==> src/rtl/tx_port_arbiter_if.sv <==
// Requester-side and tx-side signals of one tx_port_arbiter; the arbiter takes the slave modport,
// the router buffers / tx wrapper side takes master.
`ifndef PAYLOAD_SIZE
`define PAYLOAD_SIZE 8
`endif
`ifndef ADDR_BITS
`define ADDR_BITS 8
`endif
interface tx_port_arbiter_if #(
    parameter int N_REQ  = 5,
    parameter int FLIT_W = `PAYLOAD_SIZE + `ADDR_BITS,
    parameter int IDX_W  = $clog2(N_REQ)
);
    logic [N_REQ-1:0]        req_vec;
    logic [N_REQ*FLIT_W-1:0] data_vec;
    logic [N_REQ-1:0]        ack_vec;
    logic                    tx_req;
    logic [FLIT_W-1:0]       tx_data;
    logic                    tx_busy;
    logic                    tx_active;
    logic [IDX_W-1:0]        owner;
    logic                    arb_busy;

    modport master (
        output req_vec,
        output data_vec,
        output tx_busy,
        output tx_active,
        input  ack_vec,
        input  tx_req,
        input  tx_data,
        input  owner,
        input  arb_busy
    );

    modport slave (
        input  req_vec,
        input  data_vec,
        input  tx_busy,
        input  tx_active,
        output ack_vec,
        output tx_req,
        output tx_data,
        output owner,
        output arb_busy
    );
endinterface

==> src/rtl/tx_port_arbiter.sv <==
// Shares one serial tx among N_REQ flit sources; round-robin, or lowest-index-wins with TX_ARB_FIXED_PRIORITY_EN.
// Request sample to ack is 3 cycles minimum; tx_busy holds off issue and tx_req is held until tx_active is seen.
`ifndef PAYLOAD_SIZE
`define PAYLOAD_SIZE 8
`endif
`ifndef ADDR_BITS
`define ADDR_BITS 8
`endif
module tx_port_arbiter #(
    parameter int N_REQ  = 5,
    parameter int FLIT_W = `PAYLOAD_SIZE + `ADDR_BITS,
    parameter int IDX_W  = $clog2(N_REQ)
) (
    input  logic             clk,
    input  logic             reset,
    tx_port_arbiter_if.slave bus
);

    typedef enum logic [1:0] {
        IDLE      = 2'd0,
        ISSUE     = 2'd1,
        WAIT_DONE = 2'd2
    } state_t;

    localparam logic [IDX_W:0]   N_REQ_W  = (IDX_W + 1)'(N_REQ);
    localparam logic [IDX_W-1:0] LAST_IDX = IDX_W'(N_REQ - 1);

    state_t             state_q, state_d;
    logic [IDX_W-1:0]   ptr_q, ptr_d;
    logic [IDX_W-1:0]   owner_q, owner_d;
    logic               tx_req_q, tx_req_d;
    logic [FLIT_W-1:0]  tx_data_q, tx_data_d;
    logic [N_REQ-1:0]   ack_q, ack_d;
    logic               arb_busy_q, arb_busy_d;

    logic [2*N_REQ-1:0] req_dbl;
    logic [N_REQ-1:0]   req_rot;
    logic [IDX_W-1:0]   rot_off;
    logic [IDX_W:0]     win_sum;
    logic [IDX_W-1:0]   winner;
    logic               winner_vld;
    logic [FLIT_W-1:0]  winner_flit;

    // Rotating the doubled request vector by the pointer turns the wrap-around
    // search into a plain lowest-set-bit search.
    assign req_dbl = {bus.req_vec, bus.req_vec};
    assign req_rot = req_dbl[ptr_q +: N_REQ];

    always_comb begin
        rot_off = '0;
        for (int k = N_REQ - 1; k >= 0; k--) begin
            if (req_rot[k]) begin
                rot_off = IDX_W'(k);
            end
        end
    end

    assign win_sum     = {1'b0, ptr_q} + {1'b0, rot_off};
    assign winner      = (win_sum >= N_REQ_W) ? IDX_W'(win_sum - N_REQ_W) : win_sum[IDX_W-1:0];
    assign winner_vld  = |bus.req_vec;
    assign winner_flit = bus.data_vec[winner*FLIT_W +: FLIT_W];

    always_comb begin
        state_d   = state_q;
        ptr_d     = ptr_q;
        owner_d   = owner_q;
        tx_req_d  = tx_req_q;
        tx_data_d = tx_data_q;
        ack_d     = '0;

        unique case (state_q)
            IDLE: begin
                if (winner_vld && !bus.tx_busy) begin
                    owner_d   = winner;
                    tx_data_d = winner_flit;
                    tx_req_d  = 1'b1;
                    state_d   = ISSUE;
                end
            end
            ISSUE: begin
                // The latched flit is committed: a requester dropping req here
                // still gets its flit sent and acked.
                if (bus.tx_active) begin
                    tx_req_d = 1'b0;
                    ack_d    = N_REQ'(1) << owner_q;
`ifdef TX_ARB_FIXED_PRIORITY_EN
                    ptr_d    = '0;
`else
                    ptr_d    = (owner_q == LAST_IDX) ? '0 : owner_q + 1'b1;
`endif
                    state_d  = WAIT_DONE;
                end
            end
            WAIT_DONE: begin
                if (!bus.tx_active) begin
                    state_d = IDLE;
                end
            end
            default: begin
                state_d = IDLE;
            end
        endcase

        arb_busy_d = (state_d != IDLE);
    end

    always_ff @(posedge clk or posedge reset) begin
        if (reset) begin
            state_q    <= IDLE;
            ptr_q      <= '0;
            owner_q    <= '0;
            tx_req_q   <= 1'b0;
            tx_data_q  <= '0;
            ack_q      <= '0;
            arb_busy_q <= 1'b0;
        end else begin
            state_q    <= state_d;
            ptr_q      <= ptr_d;
            owner_q    <= owner_d;
            tx_req_q   <= tx_req_d;
            tx_data_q  <= tx_data_d;
            ack_q      <= ack_d;
            arb_busy_q <= arb_busy_d;
        end
    end

    assign bus.ack_vec  = ack_q;
    assign bus.tx_req   = tx_req_q;
    assign bus.tx_data  = tx_data_q;
    assign bus.owner    = owner_q;
    assign bus.arb_busy = arb_busy_q;

`ifndef SYNTHESIS
    ack_onehot_a: assert property (@(posedge clk) disable iff (reset) $onehot0(ack_q));
    req_only_in_issue_a: assert property (@(posedge clk) disable iff (reset) tx_req_q |-> (state_q == ISSUE));
`endif

endmodule
==> src/flat_wrapper.sv <==
// flat-port wrapper written by rule: the top's interface ports become plain ports
module tx_port_arbiter_flat 
#(
    parameter int N_REQ  = 5,
    parameter int FLIT_W = `PAYLOAD_SIZE + `ADDR_BITS,
    parameter int IDX_W  = $clog2(N_REQ)
)
  (clk, reset, bus_req_vec, bus_data_vec, bus_tx_busy, bus_tx_active, bus_ack_vec, bus_tx_req, bus_tx_data, bus_owner, bus_arb_busy);
  tx_port_arbiter_if #(.N_REQ(N_REQ), .FLIT_W(FLIT_W), .IDX_W(IDX_W)) bus_i ();
  input  logic clk;
  input  logic reset;
  input wire logic [$bits(bus_i.req_vec)-1:0] bus_req_vec;
  input wire logic [$bits(bus_i.data_vec)-1:0] bus_data_vec;
  input wire logic [$bits(bus_i.tx_busy)-1:0] bus_tx_busy;
  input wire logic [$bits(bus_i.tx_active)-1:0] bus_tx_active;
  output wire logic [$bits(bus_i.ack_vec)-1:0] bus_ack_vec;
  output wire logic [$bits(bus_i.tx_req)-1:0] bus_tx_req;
  output wire logic [$bits(bus_i.tx_data)-1:0] bus_tx_data;
  output wire logic [$bits(bus_i.owner)-1:0] bus_owner;
  output wire logic [$bits(bus_i.arb_busy)-1:0] bus_arb_busy;
  assign bus_i.req_vec = bus_req_vec;
  assign bus_i.data_vec = bus_data_vec;
  assign bus_i.tx_busy = bus_tx_busy;
  assign bus_i.tx_active = bus_tx_active;
  assign bus_ack_vec = bus_i.ack_vec;
  assign bus_tx_req = bus_i.tx_req;
  assign bus_tx_data = bus_i.tx_data;
  assign bus_owner = bus_i.owner;
  assign bus_arb_busy = bus_i.arb_busy;
  tx_port_arbiter #(.N_REQ(N_REQ), .FLIT_W(FLIT_W), .IDX_W(IDX_W)) u_core (.clk(clk), .reset(reset), .bus(bus_i));
endmodule
==> config.mk <==
export PLATFORM = sky130hd
export DESIGN_NAME = tx_port_arbiter_flat
export DESIGN_NICKNAME = d
export VERILOG_FILES = /design/src/rtl/tx_port_arbiter_if.sv /design/src/rtl/tx_port_arbiter.sv /design/src/flat_wrapper.sv
export SDC_FILE = /design/constraint.sdc
export NUM_CORES = 1
export LEC_CHECK = 0
export ABC_AREA = 1
export BUFFER_PORTS_ARGS = -buffer_cell sky130_fd_sc_hd__buf_2
export CORE_MARGIN = 1.5
export CORE_UTILIZATION = 40
export DETAILED_ROUTE_END_ITERATION = 7
export PLACE_DENSITY = 0.68
export SKIP_CTS_REPAIR_TIMING = 1
export SLEW_MARGIN = 30
export SYNTH_ARGS = -nofsm -noshare
export SYNTH_HDL_FRONTEND = slang
export SYNTH_SLANG_ARGS = --single-unit
==> constraint.sdc <==
create_clock -name clk -period 5.4 [get_ports clk]
set_input_delay 0.27 -clock clk [delete_from_list [all_inputs] [get_ports clk]]
set_output_delay 0.27 -clock clk [all_outputs]
set_load 0.05 [all_outputs]
==> metrics.md, run 1 <==
| Metric | Value |
|---|---|
| Core Footprint | 6832 um2 |
| Num rows | 30 |
| Area fraction in compound gates after synthesis | 5.177% |
| Hold Path Class | in2async |
| Initial DRC count | 107 |
| Routability cong. | 0.8246 |
| Clk slew on worst S/H paths | 70 ps |
| Crit path required time | 5620 ps |
| Synthesized flop and latch total | 31 |
| Most frequent cells in the layout | nand2_1 (136), buf_2 (114), inv_1 (73) |
| Pins Over Slew Limit | 0 |
| Vias | 3014 |
| RSZ-0062 raised after global routing | false |
| CTS sink count | 31 |
| Die width | 87.08 um |
| Largest family of logic cells by synthesized area | simple AND/OR/NAND/NOR gates |
| Routed wire length | 7523 um |
| Crit share post-route | 76.93% |
| 1st-pass router iterations | 4 |
| TNS Setup | 0 ps |
| Final min period | 4154 ps |
| Top cells by area, synth | dfrtp_1 (27%), nand2_1 (18%), nand3_1 (13%) |
| CTS buffer count | 5 |
| Critical path class | reg2reg |
| Distinct cells, synth | 25 |
| Number of synthesis warnings | 0 |
| CTS root buffer | clkbuf_8 |
| Ant diodes | 0 |
| Multi-input gate area | 1664 um2 |
| Top Ports | 115 |
| Multiplexer area fraction after synthesis | 0.3540% |
| Mapped Nets | 539 |
| Fraction of layout cells with a size suffix above 1 | 25.60% |
| Final core utilization | 51.34% |
| Fin. Hold Viols | 0 |
| Most common cell after layout, fill and taps aside | nand2_1 |
| Max Clock Freq | 240.7 MHz |
| Simple logic cell fraction of the synthesized area | 48.10% |
| WP data arrival | 4380 ps |
| Status | finished, final reports clean |
| Worst Skew | 7.631 ps |
| Global-route wire length before repair | 11870 um |
| DRC viols | 0 |
| Mapped Area | 2828 um2 |
| Slew headroom | 42.96% |
| Final net count | 643 |
| DIE AREA | 7583 um2 |
| Initial Util | 41.39% |
| Max cap viols | 0 |
| Largest net degree at the start of global routing | 34 |
| Area grow syn2layout | 24.03% |
| Fillers | 730 |
| HPWL after detailed placement | 5829 um |
| DR WL/cell | 11.77 um |
| Worst-Margin Slew | 853.6 ps |
| Die span in y | 87.08 um |
| Clk buf depth | 2 |
| CP Capture Type | flip-flop |
| Crit-path max FO | 33 |
| Synth area leader | dfrtp_1 |
| H-tree depth | 2 |
| Top-area cell type share of the netlist area | 27.43% |
| Gr usage total | 19.90% |
| Final setup fails | 0 |
| Buffers on Ports | 114 |
| CTS tree | done |
| Post-Synth Adder-Cell Area | 5.133% |
| Seq/Total Area, Yosys | 27.43% |
| Mapped Cells | 439 |
| Post-DR vias/cell | 4.717 |
| Startpoint Class | flip-flop |
| Register area | 775.7 um2 |
| Syn_area_per_cell | 6.441 um2 |
| Clk_lat worst skew | 290 ps |
| Antenna violations before repair | 0 |
| Final ANT Viol Nets | 0 |
| GRT overflow | 0 |
| Post-synthesis xor/xnor area fraction | 0% |
| Number of global-route vias before repair | 2628 |
[worst max-delay path, cell delays in order, from the launching register on]
cell and delay [ps]:
dfrtp_1 480, inv_1 100, nand2_1 80, o21ai_0 100, o21ai_0 260, nand2_1 80
nand2_1 90, inv_1 60, a21oi_1 120, ha_1 200, fa_1 480, inv_1 170
ha_1 260, nand2_1 110, nand3_4 130, nand2_8 90, nand2_4 280, nand2_2 410
nor2_1 290, nand3_1 100, nand2_1 80, nand2_1 60, nand2_1 50
[per-stage QoR]
step,std cells,setup WS (ps),hold WS [ps],instance area (um2)
detailed placement,632,948.5,376.9,3417
floorplan,439,2002,373.5,2828
global placement,632,1080,370.2,3417
CTS,639,919.5,72.17,3505
finish,639,1246,51.86,3507
global route,639,761.9,97.00,3507
[area by class of cell]
class | count | area share [%]
Clock buffer | 6 | 2.355
Clock inverter | 1 | 0.1427
Timing Repair Buffer | 116 | 16.70
Inverter | 73 | 7.813
Tap cell | 96 | 3.425
Multi-Input combinational cell | 316 | 47.45
Sequential cell | 31 | 22.12
[cells by family (layout without fill, tap and decap cells)]
kind of cell | count (synthesis) | in the layout
buffers and inverters | 92 | 196
DFF | 31 | 31
adders and majority gates | 11 | 11
muxes | 1 | 1
and+or+nand+nor | 282 | 282
AOI/OAI and AO/OA | 22 | 22
[per-layer routing]
metal | global-route usage, % | wire length (um) | part of all wire [%] | vias up
met5 | 0 | 0 | 0 | -
met4 | 6.305 | 108 | 1.4 | 0
met3 | 2.370 | 441 | 5.9 | 8
met2 | 32.91 | 3571 | 47 | 87
met1 | 27.00 | 3401 | 45 | 1344
li1 | - | - | - | 1575
[registers in the layout, summed over array words and instances, names as in the netlist]
| register | flops |
|---|---|
| u_core.bus.arb_busy | 1 |
| u_core.state_q | 2 |
| u_core.bus.owner | 3 |
| u_core.bus.ack_vec | 5 |
| u_core.bus.tx_data | 16 |
| u_core.bus.tx_req | 1 |
| u_core.ptr_q | 3 |
[final timing paths]
kind,from,to,slack (ps),cells after the start
hold / removal,reset,u_core.bus.tx_data[9],50,3
max in group asynchronous,reset,u_core.ptr_q[0],5070,3
setup / recovery,u_core.ptr_q[0],u_core.bus.tx_data[14],1250,22
min in group clk,bus_tx_active,u_core.bus.ack_vec[3],230,3
hold reg to reg,u_core.bus.tx_data[6],u_core.bus.tx_data[6],470,2
setup reg to reg,u_core.ptr_q[0],u_core.bus.tx_data[14],1250,22
[cell usage after synthesis (all sizes together)]
cell type	instances
nand2	143
clkbuf	4
a21boi	1
a21oi	4
o21ai	17
inv	73
nand3b	33
nor2	29
mux2i	1
ha	10
dfrtp	31
buf	15
nand3	75
or2	1
fa	1
nand4	1
Power of run 1 is left out: the tool's default activity adds up to more than one toggle a clock period on the data nets, which glitch-free logic cannot reach.
==> inputs of run 2 (changes only) <==
--- a/config.mk
+++ b/config.mk
@@ -10,7 +10,7 @@
 export CORE_MARGIN = 1.5
 export CORE_UTILIZATION = 40
 export DETAILED_ROUTE_END_ITERATION = 7
-export PLACE_DENSITY = 0.68
+export PLACE_DENSITY = 0.71
 export SKIP_CTS_REPAIR_TIMING = 1
 export SLEW_MARGIN = 30
 export SYNTH_ARGS = -nofsm -noshare
==> constraint.sdc (replaced) <==
create_clock -name clk -period 3.5 [get_ports clk]
set_input_delay 0.175 -clock clk [delete_from_list [all_inputs] [get_ports clk]]
set_output_delay 0.175 -clock clk [all_outputs]
set_load 0.05 [all_outputs]
==> run 2 against run 1 <==
Routed wire length rose by 15%; final area rose by 15%; worst setup slack got worse by 1100 ps; hold slack gained 92 ps; critical endpoint is now u_core.bus.tx_data[0]; largest cell class unchanged.
==> metrics.md, run 2 (same netlist as run 1, synthesis figures left out) <==
| Metric | Value |
|---|---|
| Most frequent cells in the layout | nand2_1 (130), buf_2 (114), inv_1 (71) |
| Antenna violations before repair | 0 (unchanged) |
| Hold WS | 144.0 ps (+92.16 ps) |
| Max reg flops | 16 (unchanged) |
| Fraction of layout cells with a size suffix above 1 | 33.27% (+7.7 points) |
| Post-DR vias/cell | 4.865 (+3.1%) |
| CTS tree | done |
| Final setup fails | 0 (unchanged) |
| Number of global-route vias before repair | 2824 (+7.5%) |
| GR Util met2 | 34.39% (+1.5 points) |
| Crit path required time | 3680 ps (-1940 ps) |
| Routability cong. | 0.9377 (+14%) |
| Hold endpoint | u_core.bus.ack_vec[3] |
| DRC viols | 0 (unchanged) |
| Most common cell after layout, fill and taps aside | nand2_1 |
| Ant diodes | 0 (unchanged) |
| Final core utilization | 59.12% (+7.8 points) |
| R2R Path End | u_core.bus.tx_data[0] |
| Clk_lat worst skew | 280 ps (about the same) |
| Largest net degree at the start of global routing | 33 (-2.9%) |
| Final ANT Viol Nets | 0 (unchanged) |
| Crit share post-route | 95.88% (+19 points) |
| Num rows | 30 (unchanged) |
| Worst r2r src | u_core.ptr_q[0] |
| M3 GR Usage | 3.791% (+1.4 points) |
| HPWL after detailed placement | 6227 um (+6.8%) |
| Vias | 3245 (+7.7%) |
| Crit-path max FO | 8 (-76%) |
| Clk slew on worst S/H paths | 70 ps (about the same) |
| Worst-Margin Slew | 589.8 ps (-263.8 ps) |
| H-tree depth | 2 (unchanged) |
| Slowest stage delay, CP | 570 ps (+90 ps) |
| Critical path class | reg2reg |
| CP Capture Type | flip-flop |
| CTS root buffer | clkbuf_8 |
| Initial DRC count | 181 (+69%) |
| Post-Place Worst Slack | -71.10 ps (-1020 ps) |
| Worst Skew | 6.024 ps (-1.607 ps) |
| 1st-pass router iterations | 5 (+1) |
| CTS buffer count | 5 (unchanged) |
| Area grow syn2layout | 42.83% |
| DIE AREA | 7583 um2 (unchanged) |
| Core Footprint | 6832 um2 (unchanged) |
| Routed wire length | 8670 um (+15%) |
| Max cap viols | 0 (unchanged) |
| Slew headroom | 60.53% (+18 points) |
| Die span in y | 87.08 um (unchanged) |
| Hold depth | 3 |
| Die width | 87.08 um (unchanged) |
| Max Clock Freq | 298.0 MHz (+24%) |
| Global-route wire length before repair | 13020 um (+9.7%) |
| Min-delay src | bus_tx_active |
| Hold Path Class | in2reg |
| DR WL/cell | 13.00 um (+10%) |
| Fin. Hold Viols | 0 (unchanged) |
| CTS sink count | 31 (unchanged) |
| Buffers on Ports | 114 (unchanged) |
| CP cell instances | buf_6 > nand2_2 > o21ai_2 > mux2i_1 > nand2_1 > nand2_2 > a21oi_1 > ha_2 > fa_1 > inv_2 > ha_2 > inv_1 > nand2_2 > nand3_4 > nand2_8 > nand2_4 > nand2_4 > o21ai_4 > clkbuf_16 > nand3_2 > nand2_1 > nand2_1 |
| Initial Util | 41.39% (unchanged) |
| Gr usage total | 21.70% (+1.8 points) |
| Clk buf depth | 2 (unchanged) |
| Final min period | 3356 ps (-798.4 ps) |
| WP data arrival | 3530 ps (-850 ps) |
| Final WS setup | 144.3 ps (-1102 ps) |
| Busiest grt layer | met2 |
| GR met1 Demand/Resource | 30.38% (+3.4 points) |
| Final net count | 670 (+4.2%) |
| Status | finished, final reports clean |
| Pins Over Slew Limit | 0 (unchanged) |
| Startpoint Class | flip-flop |
| GRT overflow | 0 (unchanged) |
| R2r setup slk | 140 ps (-1100 ps) |
| Fillers | 636 (-13%) |
| CP max-delay cell | fa_1 |
| Reg2Reg Depth | 22 (unchanged) |
| Top Ports | 115 (unchanged) |
-- run 2: stage by stage --
stage / cells / TNS, ps / area [um2]
final: 667 / 0 / 4039
after CTS: 653 / -928.4 / 3682
after global routing: 667 / -268.0 / 4039
after detailed placement: 645 / -334.5 / 3565
after global placement: 645 / 0 / 3565
after floorplan: 439 / 0 / 2828
-- run 2: worst max-delay path: cells and delay by family (launching register included) --
kind            cells  cell delay [ps]
buf+inv             4              490
fa+ha+maj           3              950
compound gates      3              260
simple gates       11              890
mux                 1              210
flops               1              440
-- run 2: layout make-up --
class	count	area, um2	share of cell area [%]
repair buffers	142	933.4	23.11
flip-flops and latches	31	777.0	19.24
clock inverters	2	35.03	0.8674
multi-input cells	317	1817	44.98
well taps	96	120.1	2.974
inverters	73	274.0	6.784
clock buffers	6	82.58	2.045
-- run 2: how the worst max path moves through the flow --
stage,start,cells past startpoint,to
after floorplan,u_core.ptr_q[0],22,u_core.bus.tx_data[7]
after global placement,u_core.ptr_q[0],20,u_core.bus.tx_data[4]
after detailed placement,u_core.ptr_q[0],24,u_core.bus.tx_data[5]
after CTS,u_core.ptr_q[0],24,u_core.bus.tx_data[5]
after global routing,u_core.ptr_q[0],24,u_core.bus.tx_data[7]
final,u_core.ptr_q[0],22,u_core.bus.tx_data[0]
-- run 2: routing by layer --
metal / vias up / wire (um)
met1: 1474 / 3932
met5: - / 0
met4: 0 / 136
li1: 1640 / -
met3: 11 / 508
met2: 120 / 4093
Power of run 2 is left out for the same reason.
==> inputs of run 3 (changes only) <==
--- a/config.mk
+++ b/config.mk
@@ -5,12 +5,10 @@
 export SDC_FILE = /design/constraint.sdc
 export NUM_CORES = 1
 export LEC_CHECK = 0
-export ABC_AREA = 1
-export BUFFER_PORTS_ARGS = -buffer_cell sky130_fd_sc_hd__buf_2
 export CORE_MARGIN = 1.5
 export CORE_UTILIZATION = 40
 export DETAILED_ROUTE_END_ITERATION = 7
-export PLACE_DENSITY = 0.71
+export DONT_BUFFER_PORTS = 1
 export SKIP_CTS_REPAIR_TIMING = 1
 export SLEW_MARGIN = 30
 export SYNTH_ARGS = -nofsm -noshare
==> run 3 against run 2 <==
Non-clock buffer count fell by 101; register-to-register slack got worse by 670 ps; routed wire length fell by 15%; global-route usage fell by 3.0 points; synthesized area rose by 1.5%; core utilization fell by 7.6 points; the run now ends with negative setup slack left; synthesized cell count fell by 44%; final area fell by 12%; sequential cell count did not move; worst setup slack got worse by 670 ps.
==> metrics.md, run 3 <==
| Metric | Value |
|---|---|
| Synth area leader | dfrtp_1 |
| CTS tree | done |
| Most frequent cells in the layout | mux4_2 (34), buf_4 (32), dfrtp_1 (30) |
| Clk buf depth | 2 (unchanged) |
| Post-synth ARST share | 100.0% (unchanged) |
| Hold Path Class | in2reg |
| H-tree depth | 2 (unchanged) |
| Max cap viols | 0 (unchanged) |
| Startpoint Class | flip-flop |
| Final ANT Viol Nets | 0 (unchanged) |
| Top cells by area, synth | dfrtp_1 (27%), mux4_2 (27%), mux2i_1 (7.7%) |
| Clk slew on worst S/H paths | 80 ps (about the same) |
| Global-route wire length before repair | 10940 um (-16%) |
| Slew headroom | 44.81% (-16 points) |
| Crit path required time | 3710 ps (+30 ps) |
| Max Clock Freq | 248.7 MHz (-17%) |
| Crit share post-route | 114.9% (+19 points) |
| Number of global-route vias before repair | 2232 (-21%) |
| Number of flops mapped to enable cells by yosys | 0 (unchanged) |
| Mapped Cells | 246 (-44%) |
| Post-synth top flop | dfrtp_1 |
| Mapped Area | 2870 um2 (+1.5%) |
| Top-area cell type share of the netlist area | 27.03% (-0.41 points) |
| Die width | 87.71 um (+0.72%) |
| Fin. Hold Viols | 0 (unchanged) |
| WP data arrival | 4230 ps (+700 ps) |
| Core Footprint | 6869 um2 (+0.55%) |
| HPWL after detailed placement | 5501 um (-12%) |
| Most common cell after layout, fill and taps aside | mux4_2 |
| Largest net degree at the start of global routing | 32 (-3.0%) |
| RSZ-0062 raised after global routing | true |
| Post-DR vias/cell | 6.027 (+24%) |
| Multi-input gate area | 2086 um2 (+15%) |
| Max reg flops | 16 (unchanged) |
| Synth top cells by count | mux4_2 (34), dfrtp_1 (31), mux2i_1 (22), nand2_1 (22), o211ai_1 (18) |
| Buffers on Ports | 0 (-100%) |
| Synthesized flop and latch total | 31 (unchanged) |
| Fraction of layout cells with a size suffix above 1 | 42.86% (+9.6 points) |
| Ant diodes | 0 (unchanged) |
| Routed wire length | 7338 um (-15%) |
| Initial Util | 41.79% (+0.39 points) |
| Pins Over Slew Limit | 0 (unchanged) |
| TNS Setup | -8508 ps (-8508 ps) |
| Final WS setup | -521.0 ps (-665.3 ps) |
| Reg2Reg Depth | 15 (-32%) |
| Num rows | 30 (unchanged) |
| Number of synthesis warnings | 0 (unchanged) |
| Hold WS | 39.43 ps (-104.6 ps) |
| Most common cell in the netlist | mux4_2 |
| Final net count | 372 (-44%) |
| Worst Skew | 10.16 ps (+4.137 ps) |
| Failing checks | negative setup slack |
| CTS root buffer | clkbuf_8 |
| Fin cells | 369 (-45%) |
| GRT overflow | 0 (unchanged) |
| Top Ports | 115 (unchanged) |
| Mapped Nets | 346 (-36%) |
| Final setup fails | 19 (+19) |
| Status | complete, but fails checks |
| Worst-Margin Slew | 827.8 ps (+238.0 ps) |
| Vias | 2224 (-31%) |
| DRC viols | 0 (unchanged) |
| Register area | 777.0 um2 (unchanged) |
| DIE AREA | 7693 um2 (+1.5%) |
| Antenna violations before repair | 0 (unchanged) |
| Critical path class | reg2reg |
| Final min period | 4021 ps (+665.3 ps) |
| CTS sink count | 31 (unchanged) |
| CTS buffer count | 5 (unchanged) |
| Gr usage total | 18.65% (-3.0 points) |
| Final core utilization | 51.57% (-7.6 points) |
| Clk_lat worst skew | 290 ps (about the same) |
| Fillers | 616 (-3.1%) |
| CP Capture Type | flip-flop |
| Seq/Total Area, Yosys | 27.03% (-0.41 points) |
| Hold depth | 2 (-1) |
| Distinct cells, synth | 42 (+68%) |
| Area grow syn2layout | 23.41% |
| Placed insts | 353 (-45%) |
| 1st-pass router iterations | 4 (-1) |
| Die span in y | 87.71 um (+0.72%) |
| DR WL/cell | 19.89 um (+53%) |
| Routability cong. | 0.8441 (-10%) |
| Syn_area_per_cell | 11.67 um2 (+81%) |
| Crit-path max FO | 8 (unchanged) |
| Initial DRC count | 101 (-44%) |
[run 3: per-stage QoR]
step	area, um2	worst slack [ps]
after floorplan	2974	-513.7
after global placement	3229	-541.6
after detailed placement	3229	-566.4
after CTS	3347	-599.6
after global routing	3542	-671.6
final	3542	-521.0
[run 3: cell families after synthesis]
| group | after synthesis | share of synthesized area (%) |
|---|---|---|
| AO/OA/AOI/OAI | 59 | 16.26 |
| XOR/XNOR | 1 | 0.3052 |
| buffers and inverters | 32 | 5.798 |
| flip-flops | 31 | 27.03 |
| adder cells (fa/ha/maj) | 11 | 5.057 |
| AND/OR/NAND/NOR | 49 | 8.458 |
| multiplexers | 63 | 37.10 |
[run 3: final timing paths]
kind	startpoint	end	slack, ps
setup / recovery	u_core.ptr_q[2]	u_core.bus.tx_data[13]	-520
hold / removal	bus_tx_active	u_core.state_q[1]	40
setup reg to reg	u_core.ptr_q[2]	u_core.bus.tx_data[13]	-520
hold reg to reg	u_core.state_q[1]	u_core.state_q[1]	590
max in group asynchronous	reset	u_core.ptr_q[2]	2760
min in group asynchronous	reset	u_core.bus.tx_data[2]	410
[run 3: critical path, cell delays in order, from the launching register on]
cell and delay, ps:
dfrtp_2 460, mux2_4 300, mux4_2 520, a21o_1 180
a31o_1 240, ha_4 170, fa_2 600, inv_8 40
ha_4 150, and2b_2 260, o21ai_4 80, a2111oi_4 290
buf_4 200, clkbuf_16 150, o2111ai_1 130, o211ai_1 160
[run 3: metal layers]
metal  share of wire (%)  wire, um  vias to the layer above  GRT usage [%]
met2                  51      3766                       84          31.23
met5                   0         0                        -              0
met3                 6.4       473                       10          4.336
li1                    -         -                     1033              -
met1                  41      2990                     1097          24.10
met4                 1.5       107                        0          5.483
[run 3: final cells by class]
class / count / area share [%]
tap: 96 / 3.391
clock inverter: 2 / 0.9890
clock buffer: 6 / 2.331
inverter: 10 / 1.272
multi-input combinational: 183 / 58.88
timing repair buffer: 41 / 11.20
sequential: 31 / 21.94
Power of run 3 is left out for the same reason.
